--- src/rtl/ram_arb_pkg.sv ---
// Shared types and defaults for the two-port RAM arbiter.
package ram_arb_pkg;

  localparam int ADDR_W_DEF = 5;
  localparam int DATA_W_DEF = 16;

  localparam logic PORT0 = 1'b0;
  localparam logic PORT1 = 1'b1;

  typedef enum logic [1:0] {
    IDLE      = 2'b00,
    ACCESS    = 2'b01,
    READ_WAIT = 2'b10
  } arb_state_t;

endpackage

--- src/rtl/rr_arb2.sv ---
// Two-input picker: a lone requester wins; on a tie the port not served last wins.
module rr_arb2
  import ram_arb_pkg::*;
(
  input  logic [1:0] req,
  input  logic       last,
  output logic       any,
  output logic       pick
);

  always_comb begin
    any  = |req;
    pick = PORT0;
    case (req)
      2'b01:   pick = PORT0;
      2'b10:   pick = PORT1;
      2'b11:   pick = (last == PORT1) ? PORT0 : PORT1;
      default: pick = PORT0;
    endcase
  end

endmodule

--- src/rtl/ram_arbiter.sv ---
// Two-port arbiter in front of a single-port synchronous RAM (1-cycle read latency).
// Build option: RAM_ARB_FIXED_PRIO_EN makes port 0 win every tie (no round-robin pointer).
//
// state     | meaning
// ----------+------------------------------------------------------------
// IDLE      | waiting for a request; picks and latches a winner
// ACCESS    | latched request drives the RAM, winner's gnt pulses
// READ_WAIT | RAM output is captured into the winner's rdata
module ram_arbiter
  import ram_arb_pkg::*;
#(
  parameter int ADDR_W = ADDR_W_DEF,
  parameter int DATA_W = DATA_W_DEF
) (
  input  logic              Clock,
  input  logic              Resetn,

  input  logic              req0,
  input  logic              we0,
  input  logic [ADDR_W-1:0] addr0,
  input  logic [DATA_W-1:0] wdata0,
  output logic              gnt0,
  output logic              rvalid0,
  output logic [DATA_W-1:0] rdata0,

  input  logic              req1,
  input  logic              we1,
  input  logic [ADDR_W-1:0] addr1,
  input  logic [DATA_W-1:0] wdata1,
  output logic              gnt1,
  output logic              rvalid1,
  output logic [DATA_W-1:0] rdata1,

  output logic [ADDR_W-1:0] mem_addr,
  output logic [DATA_W-1:0] mem_din,
  output logic              mem_we,
  input  logic [DATA_W-1:0] mem_dout
);

  arb_state_t state_q, state_d;

  logic              take;
  logic              win_any;
  logic              win_port;
  logic              last_served;

  logic              lat_we_q;
  logic              lat_port_q;
  logic [ADDR_W-1:0] lat_addr_q;
  logic [DATA_W-1:0] lat_din_q;

  logic              rvalid0_q, rvalid1_q;
  logic [DATA_W-1:0] rdata0_q, rdata1_q;

  rr_arb2 u_pick (
    .req  ({req1, req0}),
    .last (last_served),
    .any  (win_any),
    .pick (win_port)
  );

`ifdef RAM_ARB_FIXED_PRIO_EN
  assign last_served = PORT1;
`else
  logic last_q;

  always_ff @(posedge Clock or negedge Resetn) begin
    if (!Resetn) begin
      last_q <= PORT1;
    end else if (state_q == ACCESS) begin
      last_q <= lat_port_q;
    end
  end

  assign last_served = last_q;
`endif

  always_ff @(posedge Clock or negedge Resetn) begin
    if (!Resetn) begin
      state_q <= IDLE;
    end else begin
      state_q <= state_d;
    end
  end

  always_comb begin
    state_d = state_q;
    take    = 1'b0;
    case (state_q)
      IDLE: begin
        if (win_any) begin
          take    = 1'b1;
          state_d = ACCESS;
        end
      end
      ACCESS: begin
        state_d = lat_we_q ? IDLE : READ_WAIT;
      end
      READ_WAIT: begin
        state_d = IDLE;
      end
      default: begin
        state_d = IDLE;
      end
    endcase
  end

  // The request latch doubles as the RAM address/data register, so the
  // RAM bus naturally holds its last value outside ACCESS.
  always_ff @(posedge Clock or negedge Resetn) begin
    if (!Resetn) begin
      lat_we_q   <= 1'b0;
      lat_port_q <= PORT0;
      lat_addr_q <= '0;
      lat_din_q  <= '0;
    end else if (take) begin
      lat_port_q <= win_port;
      if (win_port == PORT1) begin
        lat_we_q   <= we1;
        lat_addr_q <= addr1;
        lat_din_q  <= wdata1;
      end else begin
        lat_we_q   <= we0;
        lat_addr_q <= addr0;
        lat_din_q  <= wdata0;
      end
    end
  end

  always_ff @(posedge Clock or negedge Resetn) begin
    if (!Resetn) begin
      rvalid0_q <= 1'b0;
      rvalid1_q <= 1'b0;
      rdata0_q  <= '0;
      rdata1_q  <= '0;
    end else begin
      rvalid0_q <= (state_q == READ_WAIT) && (lat_port_q == PORT0);
      rvalid1_q <= (state_q == READ_WAIT) && (lat_port_q == PORT1);
      if ((state_q == READ_WAIT) && (lat_port_q == PORT0)) begin
        rdata0_q <= mem_dout;
      end
      if ((state_q == READ_WAIT) && (lat_port_q == PORT1)) begin
        rdata1_q <= mem_dout;
      end
    end
  end

  assign gnt0     = (state_q == ACCESS) && (lat_port_q == PORT0);
  assign gnt1     = (state_q == ACCESS) && (lat_port_q == PORT1);
  assign mem_we   = (state_q == ACCESS) && lat_we_q;
  assign mem_addr = lat_addr_q;
  assign mem_din  = lat_din_q;

  assign rvalid0  = rvalid0_q;
  assign rvalid1  = rvalid1_q;
  assign rdata0   = rdata0_q;
  assign rdata1   = rdata1_q;

endmodule
--- config.mk ---
export PLATFORM = sky130hd
export DESIGN_NAME = ram_arbiter
export DESIGN_NICKNAME = d
export VERILOG_FILES = /design/src/rtl/ram_arb_pkg.sv /design/src/rtl/rr_arb2.sv /design/src/rtl/ram_arbiter.sv
export SDC_FILE = /design/constraint.sdc
export NUM_CORES = 1
export LEC_CHECK = 0
export ABC_AREA = 1
export CAP_MARGIN = 10
export CORE_AREA = 4 4 83 85
export CTS_CLUSTER_DIAMETER = 40
export DETAILED_ROUTE_END_ITERATION = 12
export DIE_AREA = 0 0 87 89
export GPL_ROUTABILITY_DRIVEN = 0
export PLACE_DENSITY_LB_ADDON = 0.08
export SLEW_MARGIN = 20
export SYNTH_ARGS = -nofsm -noshare
export SYNTH_HDL_FRONTEND = slang
export SYNTH_SLANG_ARGS = --single-unit
--- constraint.sdc ---
create_clock -name Clock -period 3 [get_ports Clock]
set_input_delay 0.9 -clock Clock [delete_from_list [all_inputs] [get_ports Clock]]
set_output_delay 0.9 -clock Clock [all_outputs]
set_load 0.02 [all_outputs]
=== Word level (Yosys, flattened, before mapping) ===
Cells that the tools add are included.

* Flip-flop bits (word level): 60
* Bits of input ports: 64
* Output and inout bits: 58

* Eq/ne operators: 5
* Muxes and demuxes: 10
* Bitwise operators: 1
* Reduce and logical (&&, ||, !) cells: 7

{| class="wikitable"
|+ Operators with widths
! cell !! count
|-
| 16-bit two-way mux || 1
|-
| 2-bit == test, second input constant || 3
|-
| 1-bit logical AND || 5
|-
| 5-bit two-way mux || 1
|-
| 1-bit two-way mux || 4
|-
| 2-bit two-way mux || 2
|-
| 2-bit case mux with 2 select lines || 1
|-
| 2-bit by 1-bit == test with 1-bit output, second input constant || 1
|-
| 2-bit zero test || 1
|-
| 2-bit by 1-bit != test with 1-bit output, second input constant || 1
|-
| 1-bit case mux with 2 select lines || 1
|-
| 2-bit OR reduction || 1
|-
| 1-bit NOT || 1
|}

=== Logic depth before layout (Yosys ltp) ===
Gate-level depths: netlist (run 1).

* Depth after elaboration: 3
* Depth in mapped cells: 7

=== Modules after synthesis ===
Synthesis (run 1) repeated with hierarchy kept, for this count alone.

* Cell total of the unflattened synthesis: 330
* Area, all modules: 2,652.5 µm²

{| class="wikitable"
|+ Modules (own cells, without submodules)
! module !! instances !! cells an instance !! area an instance (µm²) !! seq. area each (µm²)
|-
| ram_arbiter || 1 || 327 || 2,637.5 || 1,502.7
|-
| rr_arb2 || 1 || 3 || 15.0 || 0.0
|}

=== Least setup slack after synthesis (run 1) ===
Ideal clock, no wire load.

* Path kind: reg-to-output
* Start: register state_q[1]
* End: output port gnt0
* Arrival: 834 ps
* Data required time: 2,100 ps
* Setup slack: 1,266 ps
* Cell stages (with the launch flop): 4
* Path through: dfrtp_1 inv_1 nand2_1 nor2_1

* Cells in the longest elaborated chain, start to end: 2

{| class="wikitable"
|+ Ends and longest elaborated chain
! element !! line !! RTL
|-
| from (decl) || ram_arbiter.sv:40 || <nowiki>arb_state_t state_q, state_d;</nowiki>
|-
| from (signal assigned) || ram_arbiter.sv:82 || <nowiki>state_q <= state_d;</nowiki>
|-
| 2-bit by 1-bit == test with 1-bit output || ram_arbiter.sv:148 || <nowiki>assign gnt0 = (state_q == ACCESS) && (lat_port_q == PORT0);</nowiki>
|-
| 1-bit logical AND || ram_arbiter.sv:148 ||
|-
| to (decl) || ram_arbiter.sv:22 || <nowiki>output logic gnt0,</nowiki>
|}

No other way between the ends.

=== Worst setup path in the final report (run 1) ===
* Start: register state_q[1]
* End: output port gnt1

* Cells in the longest elaborated chain, start to end: 2

{| class="wikitable"
|+ Ends and longest elaborated chain
! element !! line !! RTL
|-
| 2-bit by 1-bit == test with 1-bit output || ram_arbiter.sv:149 || <nowiki>assign gnt1 = (state_q == ACCESS) && (lat_port_q == PORT1);</nowiki>
|-
| 1-bit logical AND || ram_arbiter.sv:149 ||
|-
| to (decl) || ram_arbiter.sv:30 || <nowiki>output logic gnt1,</nowiki>
|}

No other way between the ends.

==> results of run 1 <==
sequential cells by signal (all words and copies together), names as in the netlist:
register	cells
mem_din	16
rdata0	16
rdata1	16
mem_addr	5
state_q	2
last_q	1
lat_port_q	1
lat_we_q	1
rvalid0	1
rvalid1	1
worst register-to-register path, stage by stage, from the launching register on:
cell     delay (ns)
dfstp_2        0.55
nand2_1        0.07
nand2_1        0.59
nand2_1        0.13
nand3_1        0.11
nand2_1        0.06
area by class of cell:
class | instances | area [um2]
flip-flops and latches | 60 | 1500
well taps | 77 | 96.3
clock buffers | 10 | 138
fillers | 546 | 2080
multi-input cells | 190 | 826
clock inverters | 5 | 52.6
repair buffers | 126 | 1260
inverters | 68 | 255
cells in the mapped netlist:
| master | n |
|---|---|
| nand2_1 | 104 |
| inv_1 | 67 |
| dfrtp_1 | 59 |
| nand3_1 | 46 |
| o21ai_0 | 34 |
| buf_2 | 6 |
| clkbuf_1 | 6 |
| nor2_1 | 5 |
| buf_1 | 2 |
| buf_4 | 2 |
| dfstp_2 | 1 |
| inv_2 | 1 |
| nor2_4 | 1 |
power groups by stage:
| stage | combinational, W | sequential (W) | clock [W] |
|---|---|---|---|
| floorplan | 0.000674 | 0.00189 | 0 |
| global placement | 0.00213 | 0.00145 | 0 |
| detailed placement | 0.00217 | 0.00145 | 0 |
| CTS | 0.00218 | 0.00145 | 0.000718 |
| global route | 0.00235 | 0.00150 | 0.000763 |
| finish | 0.00215 | 0.00144 | 0.000703 |
worst paths after layout:
check                                               to                    from  slack, ns
worst min-delay path            state_q[1]$_DFFE_PN0P_    lat_we_q$_DFFE_PN0P_       0.46
worst max register to register    lat_we_q$_DFFE_PN0P_      last_q$_DFFE_PN1N_       1.38
min in group asynchronous        rdata0[3]$_DFFE_PN0P_                  Resetn       0.59
worst min register to register  state_q[1]$_DFFE_PN0P_    lat_we_q$_DFFE_PN0P_       0.46
worst max-delay path                              gnt1  state_q[1]$_DFFE_PN0P_       0.35
max in group asynchronous           last_q$_DFFE_PN1N_                  Resetn       1.74
layer usage:
metal	routed length (um)	vias to the layer above	global-route usage
met5	0	-	0
met4	61	0	0.0708
met3	556	6	0.0544
met2	3170	79	0.297
met1	3010	1138	0.228
li1	-	1251	-
per-stage QoR:
step	util	hold slack, ns	area [um2]	total power [W]
3_5_place_dp	0.634	0.457	3930	0.00363
5_1_grt	0.665	0.478	4130	0.00462
6_report	0.665	0.461	4130	0.00430
2_1_floorplan	-	0.426	2650	0.00256
4_1_cts	0.664	0.459	4120	0.00434
3_3_place_gp	0.634	0.451	3930	0.00358
kinds of logic (layout without fill, tap and decap cells):
family                 after synthesis  in the layout  synth area share
buffers and inverters               84            209             0.124
flip-flops                          60             60             0.566
AO/OA/AOI/OAI                       34             34            0.0641
AND/OR/NAND/NOR                    156            156             0.245
==> flow_summary.json, run 1 <==
{
  "status": "finished, final reports clean",
  "cts_root_buf": "clkbuf_8",
  "netlist_instances": 334,
  "die_y_um": 89,
  "drive_above_1_share": 0.0545,
  "period_share": 0.885,
  "yosysWarningCount": 0,
  "peakVddDrop_mv": 0.555,
  "fin_tns_setup_ns": 0,
  "ys_ff_latch": 60,
  "hold_class": "flop to flop",
  "clkPwrFrac": 0.163,
  "hold_path_depth": 1,
  "syn_to_final_growth_pct": 55.5,
  "grt_pass1_wl_um": 11100,
  "drv_cap": 0,
  "grt.total_usage": 0.182,
  "grt_max_degree": 34,
  "clock_latency_ns": 0.33,
  "postCtsHoldBufs": 0,
  "htree_levels": 3,
  "synth_area_per_cell_um2": 7.95,
  "cts_resized": 0,
  "finClkSkew_ns": 0.00795,
  "cts.clk_slew.worst_paths_ns": 0.06,
  "synthTopCellsByArea": "dfrtp_1 (56%), nand2_1 (15%), inv_1 (9.5%), nand3_1 (8.7%), o21ai_0 (6.4%)",
  "portBuffers": 121,
  "path_cells": "inv_1, nand2_1, nor2_1, clkdlybuf4s50_1",
  "p_int_w": 0.00259,
  "viasPerCell": 4.62,
  "combPwrFrac": 0.501,
  "final_hold_viol_count": 0,
  "ys_seq_area_frac": 0.566,
  "syn-num-nets": 398,
  "dr.pass1.iters": 4,
  "fin_ws_ns": 0.345,
  "cts_num_sinks": 60,
  "n_antenna_cell": 0,
  "numCtsBuffers": 9,
  "grt-ovfl-total": 0,
  "tightest_slew_ns": 0.798,
  "ant_nets": 0,
  "finalWorstPathRequiredPeriod_ns": 2.65,
  "worst_setup_path_end_kind": "output pin",
  "synth.cell_area_um2": 2650,
  "vias": 2474,
  "final_cell_count_no_fill": 536,
  "p_per_area_nw_per_um2": 1040,
  "critPathMaxStageDelay_ns": 0.63,
  "critical_path_required_ns": 2.10,
  "final_cell_mix": "clkdlybuf4s50_1 (120), nand2_1 (104), inv_1 (67)",
  "worst-path-stages": 4,
  "power.leakage_nw": 2.14,
  "seq_power_share": 0.336,
  "setup_viol": 0,
  "synth_top_cell_by_area": "dfrtp_1",
  "grt_pass1_vias": 2442,
  "drc": 0,
  "dp_cells": 521,
  "p_sw_w": 0.00171,
  "drt_wl_total_um": 6800,
  "cp.buffers_inverters": 2,
  "nets": 519,
  "worst_r2r_path_depth": 5,
  "fmax_mhz": 377,
  "placementRows": 29,
  "ios": 122,
  "die_area_um2": 7740,
  "drtIter0Drc": 116,
  "path_delay_family": "buffers and inverters",
  "hpwl_um": 4890,
  "arrival_ns": 1.75,
  "final_common_cell": "clkdlybuf4s50_1",
  "relSlewSlack": 0.467,
  "cp_max_fo": 6,
  "core_area_um2": 6200,
  "slowest_stage": "clkdlybuf4s50_1",
  "grt_setup_unrepaired": "no",
  "worst_setup_path_start_kind": "flop",
  "report.final.slew_viol_count": 0,
  "synth_top_area_share": 0.556,
  "switching_share": 0.398,
  "postCtsSetupBuffers": 0,
  "ys_types": 13,
  "initial_core_util": 0.428,
  "critical_path_class": "flop to output pin",
  "wl_per_cell_um": 12.7,
  "antenna_found_initial": 0,
  "clockBufferDepth": 2,
  "dp_worst_setup_slack_ns": 0.563,
  "die_w_um": 87,
  "cts_tree": "yes"
}
No activity file was read; power rests on OpenSTA's default activity.
==> run 2, diff against run 1 <==
--- a/config.mk
+++ b/config.mk
@@ -7,10 +7,10 @@
 export LEC_CHECK = 0
 export ABC_AREA = 1
 export CAP_MARGIN = 10
-export CORE_AREA = 4 4 83 85
+export CORE_AREA = 4 4 87 89
 export CTS_CLUSTER_DIAMETER = 40
 export DETAILED_ROUTE_END_ITERATION = 12
-export DIE_AREA = 0 0 87 89
+export DIE_AREA = 0 0 91 93
 export GPL_ROUTABILITY_DRIVEN = 0
 export PLACE_DENSITY_LB_ADDON = 0.08
 export SLEW_MARGIN = 20
==> flow_summary.json, run 2 (same netlist as run 1, synthesis figures left out) <==
{
  "status": "finished, final reports clean",
  "htree_levels": 3,
  "portBuffers": 121,
  "viasPerCell": 4.51,
  "tightest_slew_ns": 0.604,
  "arrival_ns": 1.69,
  "worst_r2r_path_depth": 3,
  "dr.pass1.iters": 4,
  "hold_start": "lat_we_q$_DFFE_PN0P_",
  "setup_viol": 0,
  "dp_cells": 525,
  "postCtsHoldBufs": 0,
  "cts_resized": 0,
  "grt_pass1_vias": 2364,
  "antenna_found_initial": 0,
  "period_share": 0.864,
  "final_cell_mix": "clkdlybuf4s50_1 (120), nand2_1 (104), inv_1 (67)",
  "power.leakage_nw": 2.14,
  "fillers": 631,
  "numCtsBuffers": 9,
  "drc": 0,
  "die_w_um": 91,
  "die_area_um2": 8460,
  "wl_per_cell_um": 12.5,
  "clockBufferDepth": 2,
  "worst_setup_path_end_kind": "output pin",
  "clock_latency_ns": 0.33,
  "cts_num_sinks": 60,
  "core_area_um2": 6760,
  "final_cell_count_no_fill": 540,
  "critPathMaxStageDelay_ns": 0.64,
  "slowest_stage": "clkdlybuf4s50_1",
  "hold_class": "flop to flop",
  "min_to": "state_q[1]$_DFFE_PN0P_",
  "path_cells": "inv_1, nand2_1, nor2_1, clkdlybuf4s50_1",
  "vias": 2435,
  "final_hold_viol_count": 0,
  "drt_wl_total_um": 6720,
  "drive_above_1_share": 0.0500,
  "critical_path_required_ns": 2.10,
  "postCtsSetupBuffers": 0,
  "cts.clk_slew.worst_paths_ns": 0.06,
  "r2r_start": "state_q[0]$_DFFE_PN0P_",
  "n_antenna_cell": 0,
  "nets": 520,
  "hpwl_um": 4800,
  "hold_path_depth": 1,
  "dp_worst_setup_slack_ns": 0.720,
  "cp_max_fo": 6,
  "grt-ovfl-total": 0,
  "finalWorstPathRequiredPeriod_ns": 2.59,
  "peakVddDrop_mv": 0.409,
  "drv_cap": 0,
  "grt_setup_unrepaired": "no",
  "final_common_cell": "clkdlybuf4s50_1",
  "cts_root_buf": "clkbuf_8",
  "syn_to_final_growth_pct": 55.7,
  "report.final.slew_viol_count": 0,
  "fin_ws_ns": 0.409,
  "placementRows": 30,
  "finClkSkew_ns": 0.00452,
  "ant_nets": 0,
  "grt_max_degree": 35,
  "grt.total_usage": 0.165,
  "ios": 122,
  "grt_pass1_wl_um": 11100,
  "p_per_area_nw_per_um2": 1040,
  "worst_setup_path_start_kind": "flop",
  "critical_path_class": "flop to output pin",
  "fmax_mhz": 386,
  "initial_core_util": 0.393,
  "cts_tree": "yes",
  "relSlewSlack": 0.597,
  "r2r_setup_slack_ns": 1.61,
  "fin_tns_setup_ns": 0,
  "die_y_um": 93,
  "drtIter0Drc": 75,
  "timing.rr.end": "rdata1[15]$_DFFE_PN0P_"
}
==> run 2: cell types whose count changed in the layout (fill, tap and decap cells not counted), sizes merged <==
| cell | delta |
|---|---|
| clkinvlp | -1 |
| buf | +1 |
| clkbuf | +3 |
| clkinv | -2 |
==> run 2: worst max-delay path: cells and delay by family, from the launching register on <==
family,cells,cell delay [ns]
buffers and inverters,2,0.72
flip-flops,1,0.40
AND/OR/NAND/NOR,2,0.25
==> run 2: worst max-delay path by stage <==
stage / start / end / slack, ns / cells past startpoint
after detailed placement: req0 / mem_din[0]$_DFFE_PN0P_ / 0.72 / 6
after global placement: req1 / mem_din[4]$_DFFE_PN0P_ / 0.75 / 7
after CTS: state_q[1]$_DFFE_PN0P_ / mem_we / 0.40 / 4
final: state_q[1]$_DFFE_PN0P_ / mem_we / 0.41 / 4
after global routing: state_q[1]$_DFFE_PN0P_ / mem_we / 0.26 / 4
after floorplan: state_q[1]$_DFFE_PN0P_ / gnt0 / 1.27 / 3
==> run 2: per-stage QoR <==
step	util	power [W]	area [um2]	hold WS (ns)
floorplan	-	0.00256	2650	0.426
global placement	0.584	0.00359	3940	0.454
detailed placement	0.584	0.00362	3940	0.454
CTS	0.611	0.00433	4130	0.463
global route	0.611	0.00459	4130	0.488
finish	0.611	0.00428	4130	0.460
==> run 2: cell type report <==
| class | instances | area [um2] | share of cell area |
|---|---|---|---|
| repair buffers | 127 | 1260 | 0.306 |
| well taps | 80 | 100 | 0.0242 |
| multi-input cells | 190 | 826 | 0.200 |
| flip-flops and latches | 60 | 1500 | 0.364 |
| clock inverters | 2 | 35.0 | 0.00848 |
| inverters | 68 | 255 | 0.0618 |
| clock buffers | 13 | 149 | 0.0360 |
==> run 2: report_power, final <==
part           switching (W)  total [W]  internal (W)
Combinational        0.00117    0.00214      0.000972
Sequential          0.000221    0.00144       0.00122
Clock               0.000293   0.000695      0.000402
==> run 2: metal layers <==
metal  wire [um]  track usage  up-vias
li1            -            -     1250
met1        3000        0.200     1083
met2        3120        0.267       95
met3         521       0.0483        7
met4          82       0.0842        0
met5           0            0        -
